### src/rtl/int_ctrl_prio_pkg.sv
// rtl/int_ctrl_prio_pkg.sv - shared FSM states and config address map for the vectored interrupt controller
package int_ctrl_prio_pkg;

    typedef enum logic {
        S_IDLE = 1'b0,
        S_REQ  = 1'b1
    } state_t;

    // Config map: vectors occupy 0..nch-1, control registers follow
    function automatic int a_mask(input int nch);
        return nch;
    endfunction

    function automatic int a_mode(input int nch);
        return nch + 1;
    endfunction

    function automatic int a_trig(input int nch);
        return nch + 2;
    endfunction

endpackage

### src/rtl/int_ctrl_prio_if.sv
// rtl/int_ctrl_prio_if.sv - core handshake and config bus between CPU core and interrupt controller
interface int_ctrl_prio_if #(
    parameter int NCH  = 4,
    parameter int PC_W = 10
);
    localparam int AW  = $clog2(NCH + 3);
    localparam int AWC = $clog2(NCH);

    logic            gie;
    logic            irq_ack;
    logic            reti;
    logic            irq_req;
    logic [AWC-1:0]  irq_id;
    logic [PC_W-1:0] irq_vec;
    logic            cfg_we;
    logic [AW-1:0]   cfg_addr;
    logic [PC_W-1:0] cfg_wdata;
    logic [PC_W-1:0] cfg_rdata;

    // Core side
    modport master (
        output gie, irq_ack, reti, cfg_we, cfg_addr, cfg_wdata,
        input  irq_req, irq_id, irq_vec, cfg_rdata
    );

    // Controller side
    modport slave (
        input  gie, irq_ack, reti, cfg_we, cfg_addr, cfg_wdata,
        output irq_req, irq_id, irq_vec, cfg_rdata
    );
endinterface

### src/rtl/int_ctrl_prio_prio_enc.sv
// rtl/int_ctrl_prio_prio_enc.sv - lowest-index-first priority encoder
module prio_enc #(
    parameter int N  = 4,
    parameter int IW = (N > 1) ? $clog2(N) : 1
) (
    input  logic [N-1:0]  req,
    output logic          valid,
    output logic [IW-1:0] idx
);

    // Scan from the top down so the lowest set bit is the last to win
    always_comb begin
        valid = |req;
        idx   = '0;
        for (int i = N - 1; i >= 0; i--) begin
            if (req[i]) begin
                idx = IW'(i);
            end
        end
    end

endmodule

### src/rtl/int_ctrl_prio.sv
// rtl/int_ctrl_prio.sv - parametrised priority-nested vectored interrupt controller
module int_ctrl_prio
    import int_ctrl_prio_pkg::*;
#(
    parameter int              NCH        = 4,
    parameter int              PC_W       = 10,
    parameter logic [PC_W-1:0] VEC_BASE   = 'h3F0,
    parameter int              VEC_STRIDE = 4
) (
    input  logic            clk,
    input  logic            reset,
    input  logic [NCH-1:0]  irq_in,
    int_ctrl_prio_if.slave  bus,
    output logic [NCH-1:0]  pending_o,
    output logic [NCH-1:0]  isr_o
);

    localparam int AW     = $clog2(NCH + 3);
    localparam int AWC    = $clog2(NCH);
    localparam int A_MASK = a_mask(NCH);
    localparam int A_MODE = a_mode(NCH);
    localparam int A_TRIG = a_trig(NCH);

    function automatic logic [PC_W-1:0] vec_reset(input int i);
        return PC_W'(int'(VEC_BASE) + i * VEC_STRIDE);
    endfunction

    state_t          state_q, state_d;
    logic [NCH-1:0]  irq_in_q;
    logic [NCH-1:0]  pending_q, isr_q, mask_q, mode_q;
    logic [PC_W-1:0] vectors_q [NCH];
    logic [AWC-1:0]  irq_id_q;
    logic [PC_W-1:0] irq_vec_q;
    logic [PC_W-1:0] rdata;

    logic            load_req, ack_fire;
    logic            wr_mask, wr_mode, wr_trig;
    logic [NCH-1:0]  set_vec, ack_vec, reti_vec;
    logic [NCH-1:0]  isr_lowest, prio_above, eligible;
    logic            elig_valid, isr_valid;
    logic [AWC-1:0]  elig_idx, isr_idx;

    assign wr_mask = bus.cfg_we && (bus.cfg_addr == AW'(A_MASK));
    assign wr_mode = bus.cfg_we && (bus.cfg_addr == AW'(A_MODE));
    assign wr_trig = bus.cfg_we && (bus.cfg_addr == AW'(A_TRIG));

    // Edge channels fire on a rising input, level channels whenever high
    assign set_vec = (~mode_q & irq_in & ~irq_in_q) | (mode_q & irq_in)
                   | (wr_trig ? bus.cfg_wdata[NCH-1:0] : '0);

    // Isolating the lowest isr bit and subtracting one yields all channels
    // of strictly higher priority; with isr empty it wraps to all ones.
    assign isr_lowest = isr_q & (~isr_q + NCH'(1));
    assign prio_above = isr_lowest - NCH'(1);
    assign eligible   = pending_q & mask_q & prio_above;

    prio_enc #(.N(NCH), .IW(AWC)) u_elig_enc (
        .req   (eligible),
        .valid (elig_valid),
        .idx   (elig_idx)
    );

    prio_enc #(.N(NCH), .IW(AWC)) u_isr_enc (
        .req   (isr_q),
        .valid (isr_valid),
        .idx   (isr_idx)
    );

    assign ack_vec  = ack_fire ? (NCH'(1) << irq_id_q) : '0;
    assign reti_vec = (bus.reti && isr_valid) ? (NCH'(1) << isr_idx) : '0;

    // Input history, pending latch (set beats clear) and nesting register
    always_ff @(posedge clk or negedge reset) begin
        if (!reset) begin
            irq_in_q  <= '0;
            pending_q <= '0;
            isr_q     <= '0;
        end else begin
            irq_in_q  <= irq_in;
            pending_q <= (pending_q & ~ack_vec) | set_vec;
            isr_q     <= (isr_q & ~reti_vec) | ack_vec;
        end
    end

    // Configuration registers and vector table
    always_ff @(posedge clk or negedge reset) begin
        if (!reset) begin
            mask_q <= '1;
            mode_q <= '0;
            for (int i = 0; i < NCH; i++) begin
                vectors_q[i] <= vec_reset(i);
            end
        end else begin
            if (wr_mask) mask_q <= bus.cfg_wdata[NCH-1:0];
            if (wr_mode) mode_q <= bus.cfg_wdata[NCH-1:0];
            for (int i = 0; i < NCH; i++) begin
                if (bus.cfg_we && (bus.cfg_addr == AW'(i))) begin
                    vectors_q[i] <= bus.cfg_wdata;
                end
            end
        end
    end

    // FSM state register
    always_ff @(posedge clk or negedge reset) begin
        if (!reset) begin
            state_q <= S_IDLE;
        end else begin
            state_q <= state_d;
        end
    end

    // FSM next state: hold one request until the core acknowledges it
    always_comb begin
        state_d  = state_q;
        load_req = 1'b0;
        ack_fire = 1'b0;
        case (state_q)
            S_IDLE: begin
                if (bus.gie && elig_valid) begin
                    state_d  = S_REQ;
                    load_req = 1'b1;
                end
            end
            S_REQ: begin
                if (bus.irq_ack) begin
                    state_d  = S_IDLE;
                    ack_fire = 1'b1;
                end
            end
            default: state_d = S_IDLE;
        endcase
    end

    // Capture id and vector once so later config writes cannot disturb them
    always_ff @(posedge clk or negedge reset) begin
        if (!reset) begin
            irq_id_q  <= '0;
            irq_vec_q <= '0;
        end else if (load_req) begin
            irq_id_q  <= elig_idx;
            irq_vec_q <= vectors_q[elig_idx];
        end
    end

    // Combinational config read; the trigger address exposes pending
    always_comb begin
        rdata = '0;
        for (int i = 0; i < NCH; i++) begin
            if (bus.cfg_addr == AW'(i)) rdata = vectors_q[i];
        end
        if (bus.cfg_addr == AW'(A_MASK)) rdata = PC_W'(mask_q);
        if (bus.cfg_addr == AW'(A_MODE)) rdata = PC_W'(mode_q);
        if (bus.cfg_addr == AW'(A_TRIG)) rdata = PC_W'(pending_q);
    end

    assign bus.irq_req   = (state_q == S_REQ);
    assign bus.irq_id    = irq_id_q;
    assign bus.irq_vec   = irq_vec_q;
    assign bus.cfg_rdata = rdata;
    assign pending_o     = pending_q;
    assign isr_o         = isr_q;

endmodule
### src/flat_wrapper.sv
// flat-port wrapper written by rule: the top's interface ports become plain ports
module int_ctrl_prio_flat import int_ctrl_prio_pkg::*;
#(
    parameter int              NCH        = 4,
    parameter int              PC_W       = 10,
    parameter logic [PC_W-1:0] VEC_BASE   = 'h3F0,
    parameter int              VEC_STRIDE = 4
)
  (clk, reset, irq_in, pending_o, isr_o, bus_gie, bus_irq_ack, bus_reti, bus_cfg_we, bus_cfg_addr, bus_cfg_wdata, bus_irq_req, bus_irq_id, bus_irq_vec, bus_cfg_rdata);
  int_ctrl_prio_if #(.NCH(NCH), .PC_W(PC_W)) bus_i ();
  input  logic clk;
  input  logic reset;
  input  logic [NCH-1:0] irq_in;
  output logic [NCH-1:0] pending_o;
  output logic [NCH-1:0] isr_o;
  input wire logic [$bits(bus_i.gie)-1:0] bus_gie;
  input wire logic [$bits(bus_i.irq_ack)-1:0] bus_irq_ack;
  input wire logic [$bits(bus_i.reti)-1:0] bus_reti;
  input wire logic [$bits(bus_i.cfg_we)-1:0] bus_cfg_we;
  input wire logic [$bits(bus_i.cfg_addr)-1:0] bus_cfg_addr;
  input wire logic [$bits(bus_i.cfg_wdata)-1:0] bus_cfg_wdata;
  output wire logic [$bits(bus_i.irq_req)-1:0] bus_irq_req;
  output wire logic [$bits(bus_i.irq_id)-1:0] bus_irq_id;
  output wire logic [$bits(bus_i.irq_vec)-1:0] bus_irq_vec;
  output wire logic [$bits(bus_i.cfg_rdata)-1:0] bus_cfg_rdata;
  assign bus_i.gie = bus_gie;
  assign bus_i.irq_ack = bus_irq_ack;
  assign bus_i.reti = bus_reti;
  assign bus_i.cfg_we = bus_cfg_we;
  assign bus_i.cfg_addr = bus_cfg_addr;
  assign bus_i.cfg_wdata = bus_cfg_wdata;
  assign bus_irq_req = bus_i.irq_req;
  assign bus_irq_id = bus_i.irq_id;
  assign bus_irq_vec = bus_i.irq_vec;
  assign bus_cfg_rdata = bus_i.cfg_rdata;
  int_ctrl_prio #(.NCH(NCH), .PC_W(PC_W), .VEC_BASE(VEC_BASE), .VEC_STRIDE(VEC_STRIDE)) u_core (.clk(clk), .reset(reset), .irq_in(irq_in), .bus(bus_i), .pending_o(pending_o), .isr_o(isr_o));
endmodule
### config.mk
export PLATFORM = sky130hd
export DESIGN_NAME = int_ctrl_prio_flat
export DESIGN_NICKNAME = d
export VERILOG_FILES = /design/src/rtl/int_ctrl_prio_pkg.sv /design/src/rtl/int_ctrl_prio_if.sv /design/src/rtl/int_ctrl_prio_prio_enc.sv /design/src/rtl/int_ctrl_prio.sv /design/src/flat_wrapper.sv
export SDC_FILE = /design/constraint.sdc
export NUM_CORES = 1
export LEC_CHECK = 0
export CORE_MARGIN = 5
export CORE_UTILIZATION = 55
export DETAILED_ROUTE_END_ITERATION = 8
export DONT_BUFFER_PORTS = 1
export PLACE_DENSITY = 0.73
export SYNTH_ARGS = -nofsm -noshare
export SYNTH_HDL_FRONTEND = slang
export SYNTH_SLANG_ARGS = --single-unit
### constraint.sdc
create_clock -name clk -period 1.5 [get_ports clk]
set_input_delay 0.075 -clock clk [delete_from_list [all_inputs] [get_ports clk]]
set_output_delay 0.075 -clock clk [all_outputs]
set_load 0.03 [all_outputs]
==> metrics <==
Post-synth ARST share 1.000; Core ar. 0.006794 mm2; Post-DRT Antenna Nets 0; Tcrit/Tclk final 1.107; Crit path depth 5; Root Driver clkbuf_8; port bufs 0; Top FF cell, synth dfrtp_1; Worst setup startpoint u_core.vectors_q[13]$_DFFE_PN1P_; clock share of power 0.181; Die Y-Extent 93.49 um; total track usage 0.2485; critical path's top delay family flip-flops; post-route cell area 0.004855 mm2; commonest non-fill, non-tap cell in the layout mux2_2; PwrDens 1764 mW/mm2; full die area 0.008740 mm2; Worst R2R Setup Slack -130 ps; Logic pwr share 0.426; final hold violations 73; VDD IR max 911.5 uV; Initial DRT Pass Iterations 5; final net count 406; hold_ws -594.3 ps; # hold bufs at CTS 16; Post-Syn Area per Cell 12.13 um2; Critical Path RT 1420 ps; first-pass GRT wire length 16680 um; Routed WL 10330 um; drt wl/cell 21.35 um; relative slew slack 0.7301; Yosys warnings 0; Via Count 2960; Setup TNS Final -1707 ps; Seq pwr share 0.393; total grt overflow 0; FMAX 0.6022 GHz; Worst setup SP type register; Synth Instances 316; clock buffer depth 2; CTS buffer count 9; vias in the first global route 3137; antenna cell count 0; register area 0.001872 mm2; Slew Limit Fails 0; fillcell total 478; initial core utilization 0.5643; Worst Hold Class primary input to asynchronous set/reset pin; CTS tree done; Vias/cell 6.116; DRC 0; CP Cell Sequence mux2i_1 > o21ai_2 > a221oi_2 > a211oi_2 > buf_4; end of the critical path bus_cfg_rdata[3]; I/O pin count 54; failing checks hold timing, setup timing; clk sink count 73; clock period minus worst slack 1661 ps; Post-Place Worst Slack -176.5 ps; Max Clock Skew 7.791 ps; fraction of layout cells with a size suffix above 1 0.5335; Synth-to-Final Area Change 26.63%; endpoint of the lowest-slack register-to-register path u_core.bus.irq_vec[9]$_DFFE_PN0P_; Yosys cell types 45; critical path endpoint category output pin; R2R cell count 4; sequential-to-total area share from yosys stat 0.4869; sw frac 0.3815; clock slew at reported path FFs 80 ps; Util after Layout 0.7145; Int Power 0.005297 W; Pleak 2.031 nW; Mapped Nets 339; Skew-Pair Late Insertion Delay 350 ps; Post-DP Area 0.004228 mm2; dpl hpwl 6928 um; commonest cells after routing, fill and taps aside mux2_2 (49), buf_4 (48), dfrtp_1 (37), dfstp_2 (32), mux2i_1 (18); CP Class register to output pin; footprint of the multi-input gates 0.002014 mm2; Worst Setup Slack, final -160.5 ps; RSZ-0062 raised after global routing true; final RePlAce weighted congestion 0.7974; drt initial violations 253; CP max stage cell dfstp_2; number of flops mapped to enable cells by yosys 0; chip width 93.49 um; RR Startpoint u_core.isr_o[1]$_DFF_PN0_; MaxCap Viol Count 0; Cell Area, Synth 0.003834 mm2; worst path bufs/invs 1; Worst EP arrival 1590 ps; initial antenna violation count 0; Max FO, Critical Path 2; row cnt 30; status finished with violations; H-tree depth 3; #FFs+latches synth 73; Tightest Pin Transition 401.8 ps; largest net degree at the start of global routing 74; sw power 0.003267 W; largest stage delay on the critical path 530 ps; Final setup viols 15
sequential cells by signal, summed over array words and instances (netlist names):
signal / cells
u_core.bus.irq_vec: 10
u_core.mode_q: 4
u_core.mask_q: 4
u_core.bus.irq_id: 2
u_core.irq_in_q: 4
u_core.isr_o: 4
u_core.bus.irq_req: 1
u_core.pending_o: 4
u_core.vectors_q: 40
Yosys cell counts, types with 3 or more instances:
master | instances | share of area
o21ai_0 | 20 | 0.026
inv_1 | 8 | 0.0078
dfrtp_1 | 41 | 0.27
nor2_1 | 5 | 0.0049
buf_2 | 11 | 0.014
nor3b_1 | 3 | 0.0059
and2_1 | 7 | 0.011
a211oi_1 | 10 | 0.020
a211o_1 | 3 | 0.0069
a221oi_1 | 3 | 0.0069
a32oi_1 | 3 | 0.0069
nand3_1 | 8 | 0.010
dfstp_2 | 32 | 0.22
mux2_2 | 50 | 0.15
nand2_1 | 13 | 0.013
nand4b_1 | 3 | 0.0069
nor3_1 | 9 | 0.012
nor2b_1 | 5 | 0.0082
o32a_1 | 7 | 0.018
nand3b_1 | 8 | 0.016
mux4_2 | 6 | 0.035
a21oi_1 | 11 | 0.014
nand2b_1 | 3 | 0.0049
clkbuf_1 | 3 | 0.0029
mux2i_1 | 19 | 0.050
through the flow:
stage	total power, W	cells
after floorplan	0.005443	316
after global placement	0.006226	436
after detailed placement	0.006343	436
after CTS	0.008351	478
after global routing	0.008988	484
final	0.008565	484
how the worst min path moves through the flow:
stage	endpoint	startpoint	depth (start not counted)	slack, ps
after global placement	u_core.irq_in_q[0]$_DFF_PN0_	reset	0	-220
after floorplan	u_core.bus.irq_id[0]$_DFFE_PN0P_	reset	0	-220
after CTS	u_core.pending_o[0]$_DFF_PN0_	reset	0	-600
final	u_core.isr_o[3]$_DFF_PN0_	reset	0	-590
after global routing	u_core.pending_o[0]$_DFF_PN0_	reset	0	-610
after detailed placement	u_core.irq_in_q[0]$_DFF_PN0_	reset	0	-220
logic make-up (layout without fill, tap and decap cells):
logic type      after synthesis  count (layout)  synth area share
simple gates                 79              79            0.1312
compound gates               62              62            0.1113
buf+inv                      25              97           0.03100
mux                          77              77            0.2396
flops                        73              73            0.4869
power by group through the flow:
stage / combinational [W] / clock [W] / sequential (W)
after floorplan: 0.00196 / 0 / 0.00349
after global placement: 0.00285 / 0 / 0.00337
after detailed placement: 0.00294 / 0 / 0.00340
after CTS: 0.00343 / 0.00157 / 0.00336
after global routing: 0.00390 / 0.00165 / 0.00344
final: 0.00365 / 0.00155 / 0.00337
layout make-up:
class | count | share of cell area
clock buffers | 11 | 0.02912
multi-input cells | 218 | 0.4149
well taps | 96 | 0.02474
clock inverters | 5 | 0.01134
inverters | 8 | 0.006186
repair buffers | 73 | 0.1281
flip-flops and latches | 73 | 0.3856
repair_timing:
| item | 4_1_cts | 5_1_grt |
|---|---|---|
| setup endpoints to repair | 21 | 21 |
| pin swaps | 16 | 10 |
| hold endpoints to repair | 134 | 73 |
| resized for setup | 37 | 8 |
| gates cloned | 1 | 0 |
| setup buffers | 9 | 6 |
layer usage:
metal / GRT usage / vias to the layer above / part of all wire
met4: 0.09646 / 0 / 0.022
li1: - / 1328 / -
met5: 0 / - / 0
met2: 0.4181 / 94 / 0.50
met1: 0.3075 / 1518 / 0.42
met3: 0.06034 / 20 / 0.060
Power figures use the tool's default switching activity.
